[src/rtl/ex_pkg.sv]
// ex_pkg: shared definitions for the MIPS execute stage.
//   - default datapath widths
//   - ALU opcode encodings
//   - forwarding select codes
//   - multiplier FSM state encoding
package ex_pkg;

  localparam int NB_DATA_DEF   = 32;
  localparam int NB_REG_DEF    = 5;
  localparam int NB_MUX_DEF    = 2;
  localparam int NB_ALU_OP_DEF = 4;
  localparam int NB_SHAMT      = 5;
  localparam int NB_MUL_CNT    = 5;

  localparam logic [3:0] ALU_ADD  = 4'b0000;
  localparam logic [3:0] ALU_SUB  = 4'b0001;
  localparam logic [3:0] ALU_AND  = 4'b0010;
  localparam logic [3:0] ALU_OR   = 4'b0011;
  localparam logic [3:0] ALU_XOR  = 4'b0100;
  localparam logic [3:0] ALU_NOR  = 4'b0101;
  localparam logic [3:0] ALU_SLT  = 4'b0110;
  localparam logic [3:0] ALU_SLTU = 4'b0111;
  localparam logic [3:0] ALU_SLL  = 4'b1000;
  localparam logic [3:0] ALU_SRL  = 4'b1001;
  localparam logic [3:0] ALU_SRA  = 4'b1010;
  localparam logic [3:0] ALU_LUI  = 4'b1011;
  localparam logic [3:0] ALU_MULT = 4'b1100;

  localparam logic [1:0] FWD_NONE = 2'b00;
  localparam logic [1:0] FWD_MEM  = 2'b01;
  localparam logic [1:0] FWD_WB   = 2'b10;

  typedef enum logic {
    MUL_IDLE = 1'b0,
    MUL_RUN  = 1'b1
  } mul_state_t;

endpackage

[src/rtl/ex_alu.sv]
// ex_alu: combinational ALU for all single-cycle operations.
// Ports:
//   a, b    operands (b is already muxed with the immediate)
//   op      ALU opcode (ex_pkg ALU_*); MULT and undefined codes give 0
//   shamt   shift amount for SLL/SRL/SRA (shifts apply to b)
//   result  operation result
module ex_alu
  import ex_pkg::*;
#(
  parameter int NB_DATA   = NB_DATA_DEF,
  parameter int NB_ALU_OP = NB_ALU_OP_DEF
) (
  input  logic [NB_DATA-1:0]   a,
  input  logic [NB_DATA-1:0]   b,
  input  logic [NB_ALU_OP-1:0] op,
  input  logic [NB_SHAMT-1:0]  shamt,
  output logic [NB_DATA-1:0]   result
);

  logic signed [NB_DATA-1:0] a_s;
  logic signed [NB_DATA-1:0] b_s;

  assign a_s = a;
  assign b_s = b;

  always_comb begin
    result = '0;
    case (op)
      ALU_ADD:  result = a + b;
      ALU_SUB:  result = a - b;
      ALU_AND:  result = a & b;
      ALU_OR:   result = a | b;
      ALU_XOR:  result = a ^ b;
      ALU_NOR:  result = ~(a | b);
      ALU_SLT:  result = {{(NB_DATA-1){1'b0}}, (a_s < b_s)};
      ALU_SLTU: result = {{(NB_DATA-1){1'b0}}, (a < b)};
      ALU_SLL:  result = b << shamt;
      ALU_SRL:  result = b >> shamt;
      ALU_SRA:  result = b_s >>> shamt;
      ALU_LUI:  result = {b[15:0], {(NB_DATA-16){1'b0}}};
      default:  result = '0;
    endcase
  end

endmodule

[src/rtl/ex_stage.sv]
// ex_stage: execute stage of the 5-stage MIPS pipeline.
// Applies the forwarding selects to the ID/EX operands, runs the ALU and
// registers result plus MEM control into the EX/MEM register (_p1 signals).
// Optional feature macro: EX_MULT_EN adds an iterative 32-step shift-add
// multiplier for op MULT; while it runs o_busy is high and EX/MEM loads
// bubbles. Without the macro MULT yields 0 in one cycle and o_busy is 0.
// Ports:
//   i_clock, i_reset          clock, synchronous active-high reset
//   i_valid, i_stall, i_flush ID/EX valid, hold EX/MEM, load bubble
//   i_forwarding_a/_b         00 regfile, 01 EX/MEM, 10 MEM/WB, 11 regfile
//   i_data_a/_b, i_MEM_result, i_WB_data, i_imm   operand sources
//   i_alu_src, i_alu_op, i_shamt                  ALU controls
//   i_rd, i_write_reg, i_mem_read, i_mem_write    passed to MEM
//   o_EX_MEM_rd, o_MEM_write_reg, o_mem_read, o_mem_write, o_valid,
//   o_alu_result, o_store_data, o_zero            EX/MEM register
//   o_busy                    combinational multiplier busy
module ex_stage
  import ex_pkg::*;
#(
  parameter int NB_DATA   = NB_DATA_DEF,
  parameter int NB_REG    = NB_REG_DEF,
  parameter int NB_MUX    = NB_MUX_DEF,
  parameter int NB_ALU_OP = NB_ALU_OP_DEF
) (
  input  logic                 i_clock,
  input  logic                 i_reset,
  input  logic                 i_valid,
  input  logic                 i_stall,
  input  logic                 i_flush,
  input  logic [NB_MUX-1:0]    i_forwarding_a,
  input  logic [NB_MUX-1:0]    i_forwarding_b,
  input  logic [NB_DATA-1:0]   i_data_a,
  input  logic [NB_DATA-1:0]   i_data_b,
  input  logic [NB_DATA-1:0]   i_MEM_result,
  input  logic [NB_DATA-1:0]   i_WB_data,
  input  logic [NB_DATA-1:0]   i_imm,
  input  logic                 i_alu_src,
  input  logic [NB_ALU_OP-1:0] i_alu_op,
  input  logic [4:0]           i_shamt,
  input  logic [NB_REG-1:0]    i_rd,
  input  logic                 i_write_reg,
  input  logic                 i_mem_read,
  input  logic                 i_mem_write,
  output logic [NB_REG-1:0]    o_EX_MEM_rd,
  output logic                 o_MEM_write_reg,
  output logic                 o_mem_read,
  output logic                 o_mem_write,
  output logic                 o_valid,
  output logic [NB_DATA-1:0]   o_alu_result,
  output logic [NB_DATA-1:0]   o_store_data,
  output logic                 o_zero,
  output logic                 o_busy
);

  // ---- stage p0: forwarding muxes and ALU ----
  logic [NB_DATA-1:0] fwd_a_p0, fwd_b_p0, alu_b_p0, alu_res_p0;

  always_comb begin
    case (i_forwarding_a)
      FWD_MEM: fwd_a_p0 = i_MEM_result;
      FWD_WB:  fwd_a_p0 = i_WB_data;
      default: fwd_a_p0 = i_data_a;
    endcase
    case (i_forwarding_b)
      FWD_MEM: fwd_b_p0 = i_MEM_result;
      FWD_WB:  fwd_b_p0 = i_WB_data;
      default: fwd_b_p0 = i_data_b;
    endcase
  end

  assign alu_b_p0 = i_alu_src ? i_imm : fwd_b_p0;

  ex_alu #(.NB_DATA(NB_DATA), .NB_ALU_OP(NB_ALU_OP)) u_alu (
    .a      (fwd_a_p0),
    .b      (alu_b_p0),
    .op     (i_alu_op),
    .shamt  (i_shamt),
    .result (alu_res_p0)
  );

`ifdef EX_MULT_EN
  mul_state_t            state_q, state_d;
  logic [NB_MUL_CNT-1:0] cnt_q;
  logic [NB_DATA-1:0]    mcand_q, mplier_q, acc_q, acc_step, mstore_q;
  logic [NB_REG-1:0]     mrd_q;
  logic                  mwr_q, mmr_q, mmw_q;
  logic                  mul_req, mul_start, mul_done;

  assign mul_req  = i_valid && (i_alu_op == ALU_MULT);
  // Multiplicand shifts left, multiplier shifts right: one partial product per step.
  assign acc_step = acc_q + (mplier_q[0] ? mcand_q : '0);
  assign o_busy   = ((state_q == MUL_IDLE) && mul_req) || (state_q == MUL_RUN);

  always_comb begin
    state_d   = state_q;
    mul_start = 1'b0;
    mul_done  = 1'b0;
    case (state_q)
      MUL_IDLE: begin
        // A flushed MULT is killed rather than started.
        if (mul_req && !i_stall && !i_flush) begin
          state_d   = MUL_RUN;
          mul_start = 1'b1;
        end
      end
      MUL_RUN: begin
        if (!i_stall) begin
          if (i_flush) begin
            state_d = MUL_IDLE;
          end else if (cnt_q == {NB_MUL_CNT{1'b1}}) begin
            state_d  = MUL_IDLE;
            mul_done = 1'b1;
          end
        end
      end
      default: state_d = MUL_IDLE;
    endcase
  end

  always_ff @(posedge i_clock) begin
    if (i_reset) begin
      state_q <= MUL_IDLE;
      cnt_q   <= '0;
    end else begin
      state_q <= state_d;
      if (mul_start)
        cnt_q <= '0;
      else if ((state_q == MUL_RUN) && !i_stall)
        cnt_q <= cnt_q + 1'b1;
    end
  end

  always_ff @(posedge i_clock) begin
    if (mul_start) begin
      mcand_q  <= fwd_a_p0;
      mplier_q <= fwd_b_p0;
      acc_q    <= '0;
      mstore_q <= fwd_b_p0;
      mrd_q    <= i_rd;
      mwr_q    <= i_write_reg;
      mmr_q    <= i_mem_read;
      mmw_q    <= i_mem_write;
    end else if ((state_q == MUL_RUN) && !i_stall) begin
      mcand_q  <= mcand_q << 1;
      mplier_q <= mplier_q >> 1;
      acc_q    <= acc_step;
    end
  end
`else
  assign o_busy = 1'b0;
`endif

  // ---- stage p1: EX/MEM register ----
  logic [NB_REG-1:0]  rd_d;
  logic               wr_d, mr_d, mw_d, vld_d, zero_d;
  logic [NB_DATA-1:0] res_d, store_d;

  always_comb begin
    rd_d    = '0;
    wr_d    = 1'b0;
    mr_d    = 1'b0;
    mw_d    = 1'b0;
    vld_d   = 1'b0;
    zero_d  = 1'b0;
    res_d   = '0;
    store_d = '0;
    if (i_flush) begin
      vld_d = 1'b0;
`ifdef EX_MULT_EN
    end else if (mul_done) begin
      vld_d   = 1'b1;
      rd_d    = mrd_q;
      wr_d    = mwr_q;
      mr_d    = mmr_q;
      mw_d    = mmw_q;
      res_d   = acc_step;
      store_d = mstore_q;
      zero_d  = (acc_step == '0);
    end else if (o_busy) begin
      vld_d = 1'b0;
`endif
    end else if (i_valid) begin
      vld_d   = 1'b1;
      rd_d    = i_rd;
      wr_d    = i_write_reg;
      mr_d    = i_mem_read;
      mw_d    = i_mem_write;
      res_d   = alu_res_p0;
      store_d = fwd_b_p0;
      zero_d  = (alu_res_p0 == '0);
    end
  end

  always_ff @(posedge i_clock) begin
    if (i_reset) begin
      o_EX_MEM_rd     <= '0;
      o_MEM_write_reg <= 1'b0;
      o_mem_read      <= 1'b0;
      o_mem_write     <= 1'b0;
      o_valid         <= 1'b0;
      o_alu_result    <= '0;
      o_store_data    <= '0;
      o_zero          <= 1'b0;
    end else if (!i_stall) begin
      o_EX_MEM_rd     <= rd_d;
      o_MEM_write_reg <= wr_d;
      o_mem_read      <= mr_d;
      o_mem_write     <= mw_d;
      o_valid         <= vld_d;
      o_alu_result    <= res_d;
      o_store_data    <= store_d;
      o_zero          <= zero_d;
    end
  end

endmodule
[config.mk]
export PLATFORM = sky130hd
export DESIGN_NAME = ex_stage
export DESIGN_NICKNAME = d
export VERILOG_FILES = /design/src/rtl/ex_pkg.sv /design/src/rtl/ex_alu.sv /design/src/rtl/ex_stage.sv
export SDC_FILE = /design/constraint.sdc
export NUM_CORES = 1
export LEC_CHECK = 0
export BUFFER_PORTS_ARGS = -buffer_cell sky130_fd_sc_hd__buf_2
export CORE_UTILIZATION = 27
export CTS_CLUSTER_SIZE = 25
export DETAILED_ROUTE_END_ITERATION = 8
export SETUP_SLACK_MARGIN = 0.4
export SLEW_MARGIN = 15
export SYNTH_ARGS = -nofsm -noshare
export SYNTH_HDL_FRONTEND = slang
export SYNTH_SLANG_ARGS = --single-unit
[constraint.sdc]
create_clock -name i_clock -period 6.36 [get_ports i_clock]
set_input_delay 0.318 -clock i_clock [delete_from_list [all_inputs] [get_ports i_clock]]
set_output_delay 0.318 -clock i_clock [all_outputs]
set_load 0.005 [all_outputs]
Word level (Yosys, flattened, before mapping) --
Index checks and enable logic that the tools add are counted.
Word-level totals: ROM bits 0, bits in latches 0, word-level logic and storage cells 56, output and inout bits 75, flip-flop bits (word level) 74, memory bits (writable) 0, memories 0, input port bits 187
Operators by class: bitwise operators 4, add/sub/neg operators 2, shift-type cells 3, reduce and logical (&&, ||, !) cells 2, order comparisons 2, multiply operators 0, multiplexer cells 20, eq/ne operators 15, divide/modulo/power cells 0
Operators by type and width (number):
- case mux 32 bit (12 select lines) | 1
- 2-to-1 mux 32 bit | 5
- case mux 32 bit (2 select lines) | 2
- < comparator 32 bit | 2
- adder 32 bit | 1
- AND 32 bit | 1
- zero test 32 bit | 1
- NOT 32 bit | 1
- OR 32 bit | 1
- left shift 32 x 5 -> 32 bit | 1
- >> shifter 32 x 5 -> 32 bit | 1
- >>> shifter 32 x 5 -> 32 bit | 1
- subtractor 32 bit | 1
- XOR 32 bit | 1
- equality test 4 x 3 -> 1 bit, second input constant | 4
- equality test 4 bit, second input constant | 4
- 2-to-1 mux 1 bit | 10
- 2-to-1 mux 5 bit | 2
- equality test 4 x 2 -> 1 bit, second input constant | 2
- equality test 2 x 1 -> 1 bit, second input constant | 2
- equality test 2 bit, second input constant | 2
- equality test 4 x 1 -> 1 bit, second input constant | 1
- zero test 4 bit | 1

Longest topological paths before layout --
depth after elaboration 9, mapped depth 24, gate-level depth less buffers 20

By module --
Synthesis repeated with hierarchy kept, for this count alone.
Unflattened totals: cell total of the unflattened synthesis 1911, area total of the unflattened synthesis 13271.5 um^2
By module, submodules not included:
- ex_alu | cells each 1389, area each 9192.6 um^2, seq. area each 0.0 um^2, times used 1
- ex_stage | cells each 522, area each 4078.9 um^2, seq. area each 1481.4 um^2, times used 1

Least setup slack after synthesis --
No wires, ideal clock.
path kind input port to flip-flop, start point input port i_alu_src, end point register o_zero, data required time 6.264 ns, buffers on the path 6, setup time 0.096 ns, cell stages on the path 22, setup slack 1.091 ns, arrival 5.174 ns, path through clkbuf_1 > buf_2 > buf_1 > buf_2 > buf_1 > buf_1 > nor3_1 > a21oi_1 > inv_1 > ha_1 > a21o_1 > a21o_1 > a2111oi_0 > o31a_1 > a21boi_1 > o21bai_1 > a21o_1 > a221o_1 > a2111oi_0 > nor3b_1 > nand4_1 > o41ai_2
Between the ends: word-level cells in the longest chain between the ends 7, elaborated cells on any way between the ends 16, classes of those cells add/sub (2); order compare (2); shift (3); mux (4); bitwise (4); reduce/logical (1)
RTL lines:
- start: declaration | RTL line ex_stage.sv:37 | input logic i_alu_src,
- 2-to-1 mux 32 bit * | RTL line ex_stage.sv:71 | assign alu_b_p0 = i_alu_src ? i_imm : fwd_b_p0;
- branches (longest 2 deep; another with subtractor 32 bit)
- case mux 32 bit (12 select lines) * | RTL line ex_alu.sv:28 | case (op)
- zero test 32 bit * | RTL line ex_stage.sv:190 | zero_d = (alu_res_p0 == '0);
- 2-to-1 mux 1 bit * | RTL line ex_stage.sv:182 | end else if (i_valid) begin
- 2-to-1 mux 1 bit * | RTL line ex_stage.sv:167 | if (i_flush) begin
- end signal: assignment | RTL line ex_stage.sv:212 | o_zero <= zero_d;
- end: declaration | RTL line ex_stage.sv:51 | output logic o_zero,
Every way passes the cells marked *. A chain may end at the register's enable or synchronous reset.

Worst setup path after layout --
start point input port i_forwarding_b[0], end point register o_alu_result[30]
Between the ends: word-level cells in the longest chain between the ends 8, elaborated cells on any way between the ends 16, classes of those cells add/sub (2); eq/ne (2); shift (3); mux (5); bitwise (4)
RTL lines:
- start: declaration | RTL line ex_stage.sv:31 | input logic [NB_MUX-1:0] i_forwarding_b,
- equality test 2 bit or equality test 2 x 1 -> 1 bit (tied branches) | RTL line ex_stage.sv:64 | case (i_forwarding_b)
- case mux 32 bit (2 select lines) * | RTL line ex_stage.sv:64
- 2-to-1 mux 32 bit * | RTL line ex_stage.sv:71
- branches (longest 2 deep; another with subtractor 32 bit)
- case mux 32 bit (12 select lines) * | RTL line ex_alu.sv:28
- 2-to-1 mux 32 bit * | RTL line ex_stage.sv:182
- 2-to-1 mux 32 bit * | RTL line ex_stage.sv:167
- end signal: assignment | RTL line ex_stage.sv:210 | o_alu_result <= res_d;
- end: declaration | RTL line ex_stage.sv:49 | output logic [NB_DATA-1:0] o_alu_result,
Marks and branches as above.

==> results <==
- The maximum root-to-sink buffer count is 2.
- On the worst path, the slowest cell contributes a delay of 0.67 ns.
- The proportion of synthesized area in mux cells is 9.859%.
- The global-route usage over all layers is 30.87%.
- The area of the placeable core is 58,030 um^2.
- The floorplan die height is 245.0 um.
- The number of post-CTS setup repair buffers is 0.
- The most critical setup path has its startpoint at i_forwarding_b[0].
- The top fanout value on the critical path is 25.
- The number of nets in the layout is 2,752.
- In this run, synthesis produced a sequential element count of 74.
- A synthesized cell averages 7.003 um^2.
- Headroom to the max-slew limit came out at 11.75%.
- The slack of the worst reg-to-reg path is 5.63 ns.
- The most used flip-flop cell after synthesis is sky130_fd_sc_hd__dfxtp_1.
- The clock-pin slew of the registers on the worst-case setup and hold paths is 0.06 ns.
- The slowest stage of the critical path is the sky130_fd_sc_hd__ha_2 cell.
- The number of CTS-inserted buffers is 9.
- In the final layout, the registers with the most flip-flops are o_alu_result: 32 flops, o_store_data: 32 flops, o_EX_MEM_rd: 5 flops.
- After clock tree synthesis, the flow added hold-fix buffers numbering 0.
- The synthesized netlist occupies a cell area of 15,940 um^2.
- The via density per instance is 6.451.
- By area, the combinational part of the netlist is dominated by compound AO/OA/AOI/OAI gates.
- The largest vdd supply drop is 0.00009993 V.
- The number of enable flip-flop cells after synthesis is 0.
- The synthesized instance count is 2,276.
- For this block, the initial DRC count from the detailed router was 3,078.
- The critical path capture point is o_alu_result[30].
- The count of endpoints failing setup in the final report is 0.
- The top cell family by delay on the critical path is compound AO/OA/AOI/OAI gates.
- Clock tree synthesis selected as its root buffer the cell sky130_fd_sc_hd__clkbuf_16.
- The xor/xnor share of the synthesized area is 0.7143%.
- Final hold analysis gives a worst-case slack of 0.2111 ns.
- The type of the tightest min-delay check is input port to flip-flop.
- The most numerous cell type found on the critical path is sky130_fd_sc_hd__nor2_1.
- For this design the ratio of total power to cell area is 174.1 nW/um^2.
- The floorplan has 88 rows.
- The die is 245.0 um wide.
- Yosys printed 0 warnings.
- The final critical path time including I/O delays and setup is 5.738 ns.
- 262 I/O pins were placed.
- The synthesis-to-layout area growth is 16.21%.
- The total of buffers placed on input and output ports is 260.
- The iteration count of the initial detailed-routing pass is 6.
- In the routed design, unresolved DRC markers number 0.
- The initial utilization of the core area, before any placement, comes to 27.47%.
- The count of nets left with antenna violations once routing finished came out at 0.
- For this run the aggregate overflow at the end of global routing stands at 0.
- Walking the worst path, the cells encountered are buf_2, inv_1, ha_2, nor2_1, a221o_1, ha_1, fa_1, a211oi_1, o41a_1, a2111oi_2, o41ai_2, a21oi_1, o311ai_0, nand2b_1, a311o_1, o21ba_2, o21ai_1, a22oi_1, nor2_1.
- The routed design has 95,490 um of wire.
- The floorplan step defined a die boundary enclosing 60,010 um^2.
- The first global-routing pass estimated 136,600 um of wire.
- The worst setup path is captured at a flip-flop.
- Across the routed clock network, the largest skew measured is 0 ns.
- The number of clock sinks seen by CTS is 74.
- The run finished with clean final reports.
- Leaving out fill and tap cells, the most frequent cell in the layout is sky130_fd_sc_hd__nor2_1.
- After detailed routing, the average wire length per cell comes to 29.53 um.
- Sequential cells were found to cover 9.294% of the synthesized design area.
- The final-report max-slew violation count came to 0.
- The synthesized netlist devotes 41.08% of its cell area to compound gates.
- Cells with a size suffix above 1 make up 20.90% of the layout.
- The number of antenna violations at the first check in global routing is 7.
- The top cell types in the final layout, fill and taps aside, are sky130_fd_sc_hd__nor2_1 (261), sky130_fd_sc_hd__buf_2 (260), sky130_fd_sc_hd__nand2_1 (227).
- The combined buffer and inverter count along the critical path is 2.
- The worst register-to-register path begins at o_alu_result[6].
- The tool flagged a number of max-cap violations equal to 0.
- The worst endpoint required time is 6.62 ns.
- At the worst endpoint, the arrival time is 6.00 ns.
- For this design the static power due to leakage is 7.616 nW.
- Summing the areas of all and, or, nand and nor instances in the mapped netlist gives 22.40% of the synthesized area.
- The hold violation total from the final report is 0.
- Once detailed placement completed, the half-perimeter wirelength came to 76,910 um.
- The start-to-end type of the worst setup path is input port to flip-flop.
- The critical path crosses 19 cells after its start point.
- The number of distinct library cells after synthesis is 99.
- For the worst flop-to-flop path, the logic depth is 3.
- The via count of the first global-routing pass is 19,490.
- The synthesized-area fraction occupied by adder cells is 8.337%.
- The type of origin of the critical path is an input port.
- Setup total negative slack on the finished layout was measured at 0 ns.
- The H-tree depth is 3.
- The final weighted congestion of routability-driven global placement is 1.078.
- Setup repair after global routing could not meet its margin everywhere.
- The endpoint of the worst register-to-register path is o_alu_result[6].
- The post-cts gate resize count is 0.
- The top achievable clock speed is 0.1743 GHz.
- The filler cells instantiated in the layout total 6,382.
- The routed via count is 20,860.
- The share of the clock period used by the worst path after layout is 90.22%.
- TritonCTS built the clock tree.
- At the pin with the least slew margin, the transition time is 1.312 ns.
- Entering global routing, the biggest net connects 77 pins.
- Counting every net in the synthesized netlist gives 2,568.
- The fraction of registers with async set/reset is 0%.
- For the worst-skew pair, the clock arrives at the later sink with an insertion delay of 0.33 ns.
-- logic make-up after synthesis --
| kind of cell | after synthesis |
|---|---|
| AOI/OAI and AO/OA | 884 |
| and+or+nand+nor | 778 |
| DFF | 74 |
| buffers and inverters | 317 |
| adders and majority gates | 105 |
| other | 1 |
| muxes | 104 |
| xor gates and xnor gates | 13 |
-- worst min path at each step --
stage | from | end | cells past startpoint
floorplan | o_alu_result[17] | o_alu_result[17] | 2
global placement | o_valid | o_valid | 2
detailed placement | o_valid | o_valid | 2
CTS | i_rd[0] | o_EX_MEM_rd[0] | 3
global route | i_rd[3] | o_EX_MEM_rd[3] | 3
finish | i_rd[0] | o_EX_MEM_rd[0] | 3
-- power breakdown --
group	switching, mW	leakage (nW)	internal, mW
sequential	0.00762	0.599	0.478
clock	0.197	0.145	0.299
combinational	1.50	6.87	0.743
-- layout make-up --
cell class / instances / area (um^2) / share of cell area (%)
Sequential cell: 74 / 1481 / 7.998
Timing Repair Buffer: 374 / 2157 / 11.65
Multi-Input combinational cell: 1885 / 13200 / 71.25
Inverter: 116 / 435.4 / 2.351
Tap cell: 765 / 957.2 / 5.168
Clock buffer: 9 / 225.2 / 1.216
Clock inverter: 6 / 58.81 / 0.3175
Antenna cell: 4 / 10.01 / 0.05404
-- cell usage after synthesis, types with 27 or more instances --
library cell | n | area, um^2
sky130_fd_sc_hd__dfxtp_1 | 74 | 1481
sky130_fd_sc_hd__nor2_1 | 262 | 983.4
sky130_fd_sc_hd__o22ai_1 | 30 | 187.7
sky130_fd_sc_hd__clkbuf_1 | 140 | 525.5
sky130_fd_sc_hd__ha_1 | 103 | 1289
sky130_fd_sc_hd__inv_1 | 113 | 424.2
sky130_fd_sc_hd__nand2b_1 | 33 | 206.5
sky130_fd_sc_hd__o31ai_1 | 27 | 202.7
sky130_fd_sc_hd__nor3_1 | 77 | 385.4
sky130_fd_sc_hd__nand3_1 | 34 | 170.2
sky130_fd_sc_hd__a22oi_1 | 120 | 900.9
sky130_fd_sc_hd__a21oi_1 | 137 | 685.7
sky130_fd_sc_hd__o211ai_1 | 38 | 285.3
sky130_fd_sc_hd__nor2b_1 | 43 | 269.0
sky130_fd_sc_hd__o21ai_0 | 129 | 645.6
sky130_fd_sc_hd__mux4_2 | 39 | 878.3
sky130_fd_sc_hd__a211oi_1 | 33 | 247.7
sky130_fd_sc_hd__nand2_1 | 227 | 852.1
sky130_fd_sc_hd__mux2i_1 | 43 | 430.4
sky130_fd_sc_hd__a221oi_1 | 54 | 473.0
-- worst reg2reg max path: stages (launching register included) --
cell and delay (ns):
sky130_fd_sc_hd__dfxtp_1 0.30, sky130_fd_sc_hd__nand2_1 0.04, sky130_fd_sc_hd__o21ai_0 0.08, sky130_fd_sc_hd__nor2b_1 0.16
-- through the flow --
step	area, um^2	util [%]	power [mW]	setup slack (ns)	cells
after floorplan	15940	-	1.808	1.091	2276
after global placement	18200	31.36	2.639	0.4297	3212
after detailed placement	18200	31.36	2.625	0.3086	3212
after CTS	18480	31.85	3.136	0.6741	3227
after global routing	18520	31.92	3.366	0.3860	3233
final	18520	31.92	3.225	0.6221	3233
-- metal layers --
layer / wire, um / track usage [%]
met4: 9072 / 24.82
met2: 41220 / 47.63
met1: 35490 / 37.22
met3: 9682 / 6.167
met5: 22 / 0
No activity file was read; power rests on OpenSTA's default activity.
